## config.mk

```make
export PLATFORM = sky130hd
export DESIGN_NAME = envelope_vca
export DESIGN_NICKNAME = d
export VERILOG_FILES = /design/src/rtl/envelope_vca_pkg.sv /design/src/rtl/envelope_vca_amp_slew_limiter.sv /design/src/rtl/envelope_vca.sv
export SDC_FILE = /design/constraint.sdc
export NUM_CORES = 1
export LEC_CHECK = 0
export BUFFER_PORTS_ARGS = -buffer_cell sky130_fd_sc_hd__buf_2
export CAP_MARGIN = 15
export CORE_MARGIN = 2
export CORE_UTILIZATION = 50
export DETAILED_ROUTE_END_ITERATION = 6
export HOLD_SLACK_MARGIN = 0.08
export PLACE_DENSITY = 0.67
export SLEW_MARGIN = 20
export SYNTH_ARGS = -nofsm -noshare
export SYNTH_HDL_FRONTEND = slang
export SYNTH_SLANG_ARGS = --single-unit
```

## constraint.sdc

```tcl
create_clock -name clk -period 8.7 [get_ports clk]
set_input_delay 0 -clock clk [delete_from_list [all_inputs] [get_ports clk]]
set_output_delay 0 -clock clk [all_outputs]
set_load 0.1 [all_outputs]
```

## src/rtl/envelope_vca_pkg.sv

```systemverilog
`default_nettype none
// ============================================================================
//  Module      : envelope_vca_pkg
//  Description : Shared synth-voice constants used by the tone generator, the
//                ADSR envelope and the envelope VCA, plus a helper that turns a
//                slew-step parameter into the effective per-sample step.
//  Contents    : c_SAMPLE_BITS        - signed audio sample width
//                c_AMP_BITS           - unsigned envelope amplitude width
//                c_SLEW_STEP_DEFAULT  - default amplitude slew per sample
//                clamp_step()         - effective step for a given width
//  Revision    : 1.0 - initial release
// ============================================================================
package envelope_vca_pkg;

    localparam int c_SAMPLE_BITS       = 16;
    localparam int c_AMP_BITS          = 8;
    localparam int c_SLEW_STEP_DEFAULT = 4;

    // Effective per-sample step of the amplitude slew limiter.
    // A step of 0 means "no slewing": that is the same as allowing the full
    // amplitude range in a single sample, so it maps to the largest
    // representable step. Steps larger than the range are clamped as well.
    function automatic int clamp_step(input int step, input int amp_bits);
        int max_step;
        max_step = (1 << amp_bits) - 1;
        if ((step <= 0) || (step > max_step)) begin
            return max_step;
        end
        return step;
    endfunction

endpackage : envelope_vca_pkg
`default_nettype wire

```

## src/rtl/envelope_vca_amp_slew_limiter.sv

```systemverilog
`default_nettype none
// ============================================================================
//  Module      : envelope_vca_amp_slew_limiter
//  Description : Combinational next-value function of a slew-limited level.
//                Moves i_current toward i_target by at most SLEW_STEP, never
//                overshooting the target and never wrapping. SLEW_STEP = 0
//                makes the output follow the target immediately. Usable for
//                any unsigned control level (amplitude, filter cutoff, ...).
//  Ports       : i_target   in  AMP_BITS  level being approached
//                i_current  in  AMP_BITS  present level
//                o_next     out AMP_BITS  level after one step
//  Revision    : 1.0 - initial release
// ============================================================================
module envelope_vca_amp_slew_limiter
    import envelope_vca_pkg::*;
#(
    parameter int AMP_BITS  = c_AMP_BITS,
    parameter int SLEW_STEP = c_SLEW_STEP_DEFAULT
) (
    input  logic [AMP_BITS-1:0] i_target,
    input  logic [AMP_BITS-1:0] i_current,
    output logic [AMP_BITS-1:0] o_next
);

    localparam int                  c_STEP_INT = clamp_step(SLEW_STEP, AMP_BITS);
    localparam logic [AMP_BITS-1:0] c_STEP     = AMP_BITS'(c_STEP_INT);

    logic [AMP_BITS-1:0] w_rise;
    logic [AMP_BITS-1:0] w_fall;

    // Both distances are only meaningful in the branch that selects them;
    // the wrapped value in the other direction is never used.
    assign w_rise = i_target - i_current;
    assign w_fall = i_current - i_target;

    // The applied increment is min(step, distance), so the sum/difference can
    // neither pass the target nor leave the 0 .. 2^AMP_BITS-1 range.
    always_comb begin
        o_next = i_current;
        if (i_target > i_current) begin
            o_next = i_current + ((w_rise > c_STEP) ? c_STEP : w_rise);
        end else if (i_target < i_current) begin
            o_next = i_current - ((w_fall > c_STEP) ? c_STEP : w_fall);
        end
    end

endmodule : envelope_vca_amp_slew_limiter
`default_nettype wire

```

## src/rtl/envelope_vca.sv

```systemverilog
`default_nettype none
// ============================================================================
//  Module      : envelope_vca
//  Description : Voltage-controlled amplifier following the ADSR envelope.
//                Each accepted signed tone sample is multiplied by a slewed
//                copy of the envelope amplitude and rounded back to the sample
//                width. Two-stage pipeline with valid/ready on both sides:
//                  stage 1 : register sample, step amp_cur toward amplitude
//                  stage 2 : gain = amp_cur + amp_cur[MSB] (255 -> 256),
//                            out = (sample * gain + 2^(AMP_BITS-1)) >>> AMP_BITS
//                Both stages advance together whenever the output register is
//                empty or being consumed, giving full throughput and a
//                two-cycle accept-to-output latency.
//  Ports       : clk         in  1            system clock
//                rst_n       in  1            synchronous active-low reset
//                in_sample   in  SAMPLE_BITS  signed tone sample
//                in_valid    in  1            in_sample valid
//                in_ready    out 1            sample accepted this cycle
//                amplitude   in  AMP_BITS     envelope amplitude (on accept)
//                out_sample  out SAMPLE_BITS  signed scaled sample
//                out_valid   out 1            out_sample valid
//                out_ready   in  1            downstream accepts out_sample
//  Revision    : 1.0 - initial release
// ============================================================================
module envelope_vca
    import envelope_vca_pkg::*;
#(
    parameter int SAMPLE_BITS = c_SAMPLE_BITS,
    parameter int AMP_BITS    = c_AMP_BITS,
    parameter int SLEW_STEP   = c_SLEW_STEP_DEFAULT
) (
    input  logic                          clk,
    input  logic                          rst_n,
    input  logic signed [SAMPLE_BITS-1:0] in_sample,
    input  logic                          in_valid,
    output logic                          in_ready,
    input  logic        [AMP_BITS-1:0]    amplitude,
    output logic signed [SAMPLE_BITS-1:0] out_sample,
    output logic                          out_valid,
    input  logic                          out_ready
);

    // One guard bit for the unsigned gain and one for the product sign keep
    // the intermediate wide enough for any sample times a gain up to 2^AMP_BITS.
    localparam int c_PROD_BITS = SAMPLE_BITS + AMP_BITS + 2;

    // Half an output LSB, added before the arithmetic shift so that the
    // rounding is half toward +inf.
    localparam logic signed [c_PROD_BITS-1:0] c_ROUND =
        c_PROD_BITS'(1) << (AMP_BITS - 1);

    // ------------------------------------------------------------------------
    // Handshake
    // ------------------------------------------------------------------------
    logic w_adv;
    logic w_accept;

    logic                          r_out_valid;
    logic signed [SAMPLE_BITS-1:0] r_out_sample;

    assign w_adv    = !r_out_valid || out_ready;
    assign w_accept = in_valid && w_adv;
    assign in_ready = w_adv;

    assign out_valid  = r_out_valid;
    assign out_sample = r_out_sample;

    // ------------------------------------------------------------------------
    // Stage 1: sample register and slewed amplitude
    // ------------------------------------------------------------------------
    logic                          r_s1_valid;
    logic signed [SAMPLE_BITS-1:0] r_s1_sample;
    logic        [AMP_BITS-1:0]    r_amp_cur;
    logic        [AMP_BITS-1:0]    w_amp_next;

    envelope_vca_amp_slew_limiter #(
        .AMP_BITS  (AMP_BITS),
        .SLEW_STEP (SLEW_STEP)
    ) u_amp_slew (
        .i_target  (amplitude),
        .i_current (r_amp_cur),
        .o_next    (w_amp_next)
    );

    // ------------------------------------------------------------------------
    // Stage 2 datapath: gain mapping, multiply, round
    // ------------------------------------------------------------------------
    logic        [AMP_BITS:0]      w_gain;
    logic signed [c_PROD_BITS-1:0] w_sample_ext;
    logic signed [c_PROD_BITS-1:0] w_gain_ext;
    logic signed [c_PROD_BITS-1:0] w_prod;
    logic signed [c_PROD_BITS-1:0] w_rounded;
    logic signed [SAMPLE_BITS-1:0] w_scaled;

    // Adding the MSB stretches 0..2^AMP_BITS-1 onto 0..2^AMP_BITS with both
    // endpoints exact: full amplitude is true unity gain, zero is true silence.
    assign w_gain = {1'b0, r_amp_cur} + {{AMP_BITS{1'b0}}, r_amp_cur[AMP_BITS-1]};

    // Sample is sign-extended, gain is zero-extended (it is never negative).
    assign w_sample_ext = c_PROD_BITS'(r_s1_sample);
    assign w_gain_ext   = c_PROD_BITS'(w_gain);
    assign w_prod       = w_sample_ext * w_gain_ext;
    assign w_rounded    = w_prod + c_ROUND;

    // With |gain| <= 2^AMP_BITS the shifted result always fits the sample
    // width, so truncation loses nothing and no saturation stage is needed.
    assign w_scaled = SAMPLE_BITS'(w_rounded >>> AMP_BITS);

    // ------------------------------------------------------------------------
    // Pipeline registers
    // ------------------------------------------------------------------------
    // amp_cur only moves on an accepted sample, so amplitude changes while
    // stalled or idle have no effect until the next sample is taken. Stage 2
    // reads stage 1 before it is overwritten, so a sample always leaves with
    // the amplitude value computed when it was accepted.
    always_ff @(posedge clk) begin
        if (!rst_n) begin
            r_s1_valid   <= 1'b0;
            r_s1_sample  <= '0;
            r_amp_cur    <= '0;
            r_out_valid  <= 1'b0;
            r_out_sample <= '0;
        end else if (w_adv) begin
            r_s1_valid <= in_valid;
            if (w_accept) begin
                r_s1_sample <= in_sample;
                r_amp_cur   <= w_amp_next;
            end
            r_out_valid <= r_s1_valid;
            if (r_s1_valid) begin
                r_out_sample <= w_scaled;
            end
        end
    end

endmodule : envelope_vca
`default_nettype wire

```

==> results of run 1 <==
-- power groups by stage --
stage	clock [uW]	sequential (uW)	combinational [uW]
6_report	197	263	918
3_3_place_gp	0	267	905
5_1_grt	209	268	1030
3_5_place_dp	0	267	911
2_1_floorplan	0	312	649
4_1_cts	203	263	925
-- layout by cell type (no fill, tap or decap), types with 19 or more instances in the layout --
cell,instances
buf_2,45
and2_1,73
nand2_1,135
nand3_1,22
inv_1,174
o21ai_0,24
nor2_1,19
dfxtp_1,42
xnor2_1,29
fa_1,118
ha_1,92
nor2b_1,20
a21boi_0,19
-- final cells by class --
cell class | count | share of cell area, %
repair buffers | 69 | 5.18
inverters | 176 | 7.79
clock inverters | 3 | 0.289
well taps | 216 | 3.12
flip-flops and latches | 42 | 9.72
clock buffers | 5 | 1.45
multi-input cells | 676 | 72.5
-- kinds of logic (layout without fill, tap and decap cells) --
group	Yosys count	count (layout)	synth area share, %
AO/OA/AOI/OAI	108	108	9.71
XOR/XNOR	39	39	4.27
adder cells (fa/ha/maj)	210	210	44.0
buffers and inverters	217	253	11.0
flip-flops	42	42	10.5
multiplexers	4	4	0.501
AND/OR/NAND/NOR	315	315	20.0
-- routing by layer --
metal	part of all wire, %	wire (um)	up-vias
met2	49	8720	109
met1	45	7970	3002
met5	0	0	-
met4	1.8	325	0
li1	-	-	2988
met3	3.5	622	24
-- flip-flops by register name, summed over array words and instances, names as in the netlist --
name         cells
out_valid        1
out_sample      16
r_s1_valid       1
r_amp_cur        8
r_s1_sample     16
-- worst max-delay path, delay by kind of cell, from the launching register on --
family | cells | cell delay, ns
buffers and inverters | 4 | 0.45
AND/OR/NAND/NOR | 3 | 0.65
AO/OA/AOI/OAI | 6 | 1.24
flip-flops | 1 | 0.60
adder cells (fa/ha/maj) | 7 | 3.12
XOR/XNOR | 1 | 0.61
-- worst max-delay path by stage --
stage,start,to,cells after the start
after floorplan,r_amp_cur[1],out_sample[15],23
after global placement,r_amp_cur[1],out_sample[15],21
after detailed placement,r_amp_cur[1],out_sample[15],21
after CTS,r_amp_cur[1],out_sample[15],21
after global routing,r_amp_cur[1],out_sample[15],21
final,r_amp_cur[1],out_sample[15],21
-- through the flow --
stage | setup WS (ns) | total power [uW] | util, % | area (sq um) | std cells
2_1_floorplan | 2.37 | 962 | - | 7990 | 935
3_3_place_gp | 2.18 | 1170 | 52.8 | 8330 | 1162
3_5_place_dp | 2.03 | 1180 | 52.8 | 8330 | 1162
4_1_cts | 1.99 | 1390 | 54.9 | 8650 | 1187
5_1_grt | 1.63 | 1510 | 54.9 | 8650 | 1187
6_report | 1.95 | 1380 | 54.9 | 8650 | 1187
==> flow_summary.toml, run 1 <==
[worst_setup_path]
critPathSlowestCell = "xor2_1"
slowest_delay_ns = 0.61
worstPathRequired_ns = 8.94
r2r_slack_ns = 1.95
worstSetupPathType = "reg -> reg"
crit_chain = "ha_1, xor2_1, buf_4, nand2_1, fa_1, fa_1, inv_1, fa_1, fa_1, inv_1, fa_1, inv_1, ha_1, a21o_1, o211a_1, o22ai_1, o2bb2ai_2, o41ai_4, o21ai_2, or4_1, nand3_1"
r2r_start = "r_amp_cur[1]"
r2r_end = "out_sample[15]"
critPathLaunchType = "register"
r2r_cells = 21
worstSetupEndpointType = "register"
timing.critical_path.arrival_ns = 6.99
path_max_fanout = 10
worst_path_most_repeated_cell = "fa_1"

[finish]
multiInputGateArea_sq_um = 6270
seqCellArea_sq_um = 841
fillers = 1525
antennaDiodeCount = 0
syn2layout_area_growth_pct = 8.32
drive_gt1_share_pct = 8.24
final_nets = 1208

[place]
hpwl_mm = 14.0
port_buffers = 45
place.gp.congestion = 0.860

[synth]
yosysSeqAreaShare_pct = 10.5
synth_edf_count = 0
yosysTopAreaCellShare_pct = 29.6
yosysWarningCount = 0
synth_area_sq_um = 7990
synth_most_common_cell = "inv_1"
ys_dominant_reg_cell = "dfxtp_1"
synth.avg_cell_area_sq_um = 8.55
postSynthCellCount = 935
yosys.area.top_type = "fa_1"
synth_seq_cells = 42
synth_async_sr_flop_share_pct = 0
synth.distinct_cells = 65
yosys-top-cells-area = "fa_1 30%, ha_1 14%, dfxtp_1 11%"
synth_fp_nets = 1173
synthTopCellsByCount = "174 x inv_1, 135 x nand2_1, 118 x fa_1, 92 x ha_1, 73 x and2_1"

[drt]
num_vias = 6123
drc_errors = 0
ant_nets = 0
drt_pass1_iterations = 5
drt-total-wl_mm = 17.6
drt_iter0_drc = 230
post_drt_via_cell_ratio = 5.16
wire_per_inst_um = 14.9

[sta]
finalSetupTns_ns = 0
fin_crit_ns = 6.75
timing.final.crit_share_pct = 77.6
clock_skew_ns = 0.00831
whs_ns = 0.340
slew_headroom_pct = 44.1
hold_violations = 0
worstMarginPinSlew_ns = 0.832
setup_viol = 0
maxSlewViolCount = 0
fmax_ghz = 0.148
rsz0062_at_grt = "no"

[cts]
cts.clk_slew.worst_paths_ns = 0.07
clock_path_buffers = 2
cts-resized-gates = 0
cts_tree = "yes"
cts-buffers-inserted = 5
htreeDepth = 2
cts_post_setup_buffers_inserted = 0
clk-insertion-delay-late_ns = 0.29
cts_sinks = 42
root_buffer = "clkbuf_16"
postCtsHoldBufs = 17

[global_route]
grt_pass1_vias = 6327
use_met3_pct = 1.95
antenna_found_initial = 0
grt.busiest_layer = "met2"
grt_max_degree = 51
grt_pass1_wl_mm = 30.7
gr-total-overflow = 0
met1_usage_pct = 31.0
use_met2_pct = 39.1
grt_usage_pct = 22.8

[power]
vdd_drop_max_v = 0.000129
pwr-share-seq_pct = 19.1
sw_frac_of_total_pct = 50.6
p_leak_uw = 0.00444
p_int_uw = 680
pwr-share-clk_pct = 14.3
pwr-share-comb_pct = 66.6
p_switching_uw = 698
power_density_nw_per_um2 = 159

[die]
die_h_um = 130
io_pins = 46
die_area_sq_um = 17000
placementRows = 46
die_w_um = 130
coreArea_sq_um = 15800
start_util_pct = 50.7

[status]
status = "completed"

[hold_path]
hold_start = "rst_n"
holdPathEnd = "r_amp_cur[2]"
hp-class = "in -> reg"
whs_path_depth = 2

[flow_run]
drv_cap = 0
No activity file was read; power rests on OpenSTA's default activity.
==> inputs of run 2 (changes only) <==
Clock period 8.7 ns to 6.5 ns, I/O delays scaled along.
==> flow_summary.toml, run 2 (same netlist as run 1, synthesis figures left out) <==
[drt]
wire_per_inst_um = 15.1
num_vias = 6190
drc_errors = 0
drt-total-wl_mm = 18.1
drt_iter0_drc = 229
drt_pass1_iterations = 6
post_drt_via_cell_ratio = 5.15
ant_nets = 0

[global_route]
use_met3_pct = 1.14
grt_max_degree = 51
use_met2_pct = 39.9
met1_usage_pct = 30.4
antenna_found_initial = 0
gr-total-overflow = 0
grt.busiest_layer = "met2"
grt_pass1_wl_mm = 30.2
grt_usage_pct = 22.6
grt_pass1_vias = 6241

[finish]
final_common_cell = "inv_1"
final_nets = 1223
finish.instance_area_sq_um = 8870
antennaDiodeCount = 0
syn2layout_area_growth_pct = 11.0
drive_gt1_share_pct = 10.6
layout_common_cells = "174 x inv_1, 135 x nand2_1, 117 x fa_1, 90 x ha_1, 73 x and2_1"
fillers = 1464

[die]
die_w_um = 130
start_util_pct = 50.7
placementRows = 46
io_pins = 46
die_area_sq_um = 17000
die_h_um = 130
coreArea_sq_um = 15800

[sta]
timing.final.crit_share_pct = 96.3
finalSetupTns_ns = 0
slew_headroom_pct = 43.2
fmax_ghz = 0.160
rsz0062_at_grt = "no"
maxSlewViolCount = 0
clock_skew_ns = 0.0103
worstMarginPinSlew_ns = 0.850
hold_violations = 0
fin_crit_ns = 6.26
setup_viol = 0

[worst_setup_path]
r2r_end = "out_sample[15]"
worstSetupPathType = "reg -> reg"
r2r_cells = 24
r2r_slack_ns = 0.24
worstPathRequired_ns = 6.74
timing.critical_path.arrival_ns = 6.49
critPathLaunchType = "register"
path_max_fanout = 14
worstSetupEndpointType = "register"
r2r_start = "r_amp_cur[0]"

[hold_path]
hold_start = "rst_n"
holdPathEnd = "r_amp_cur[2]"
hp-class = "in -> reg"
whs_path_depth = 2

[cts]
cts_sinks = 42
htreeDepth = 2
clock_path_buffers = 2
cts_tree = "yes"
clk-insertion-delay-late_ns = 0.30
cts.clk_slew.worst_paths_ns = 0.07
cts-buffers-inserted = 5
root_buffer = "clkbuf_16"

[power]
p_int_uw = 953
vdd_drop_max_v = 0.000157
p_leak_uw = 0.00457
pwr-share-comb_pct = 68.1
pwr-share-clk_pct = 14.0
sw_frac_of_total_pct = 50.0
power_density_nw_per_um2 = 215
p_switching_uw = 951
pwr-share-seq_pct = 17.9

[flow_run]
drv_cap = 0

[status]
status = "completed"

[place]
place.gp.congestion = 0.850
hpwl_mm = 14.3
port_buffers = 45
dpl_cell_area_sq_um = 8450
run 2: cell types whose count changed in the layout (fill, tap and decap cells not counted), sizes merged:
cell	change
buf	+15
run 2: metal layers:
layer / routed length, um / vias to the layer above
met5: 0 / -
met4: 411 / 0
met3: 524 / 26
met2: 9050 / 115
met1: 8130 / 3041
li1: - / 3008
run 2: per-stage QoR:
| step | worst slack [ns] | total power (uW) | instances | utilization [%] | hold WS, ns |
|---|---|---|---|---|---|
| floorplan | 0.173 | 1290 | 935 | - | 0.145 |
| global placement | 0.0967 | 1600 | 1173 | 53.6 | 0.262 |
| detailed placement | -0.120 | 1610 | 1173 | 53.6 | 0.263 |
| CTS | 0.0776 | 1900 | 1198 | 55.7 | 0.341 |
| global route | 0.0161 | 2080 | 1202 | 56.3 | 0.397 |
| finish | 0.243 | 1900 | 1202 | 56.3 | 0.346 |
run 2: worst max-delay path by stage:
stage	slack (ns)	to	cells after the start	from
after global routing	0.02	out_sample[15]	24	r_amp_cur[0]
after global placement	0.1	out_sample[15]	22	r_amp_cur[0]
after floorplan	0.17	out_sample[15]	23	r_amp_cur[1]
after CTS	0.08	out_sample[15]	22	r_amp_cur[0]
final	0.24	out_sample[15]	24	r_amp_cur[0]
after detailed placement	-0.12	out_sample[15]	22	r_amp_cur[0]
run 2: what timing repair did:
item	CTS	global route
pin swaps	0	4
hold endpoints to repair	18	0
hold buffers	17	0
setup endpoints to repair	1	6
buffers inserted	0	4
resized for setup	1	13
run 2: final cells by class:
class | count | area [sq um] | area share, %
tap | 216 | 270 | 3.05
inverter | 176 | 674 | 7.60
sequential | 42 | 845 | 9.52
clock buffer | 5 | 125 | 1.41
timing repair buffer | 84 | 602 | 6.78
clock inverter | 3 | 25.0 | 0.282
multi-input combinational | 676 | 6330 | 71.4
run 2: power by group through the flow:
stage | Sequential, uW | Combinational [uW] | Clock, uW
after floorplan | 418 | 869 | 0
after CTS | 340 | 1290 | 272
after global routing | 346 | 1450 | 277
after detailed placement | 345 | 1270 | 0
after global placement | 346 | 1250 | 0
final | 341 | 1300 | 266
run 2: critical path, stage by stage (launching register included):
cell	delay (ns)
dfxtp_4	0.37
ha_2	0.19
ha_2	0.20
nand3_2	0.10
buf_4	0.17
xnor2_2	0.14
buf_12	0.17
and2_1	0.17
fa_1	0.53
inv_1	0.05
fa_1	0.53
inv_1	0.05
fa_1	0.46
fa_1	0.51
inv_1	0.05
fa_1	0.47
inv_1	0.04
ha_1	0.31
and3_1	0.16
a32o_2	0.31
o2bb2ai_4	0.17
o41ai_4	0.37
o21ai_2	0.11
or4_1	0.47
nand3_1	0.09
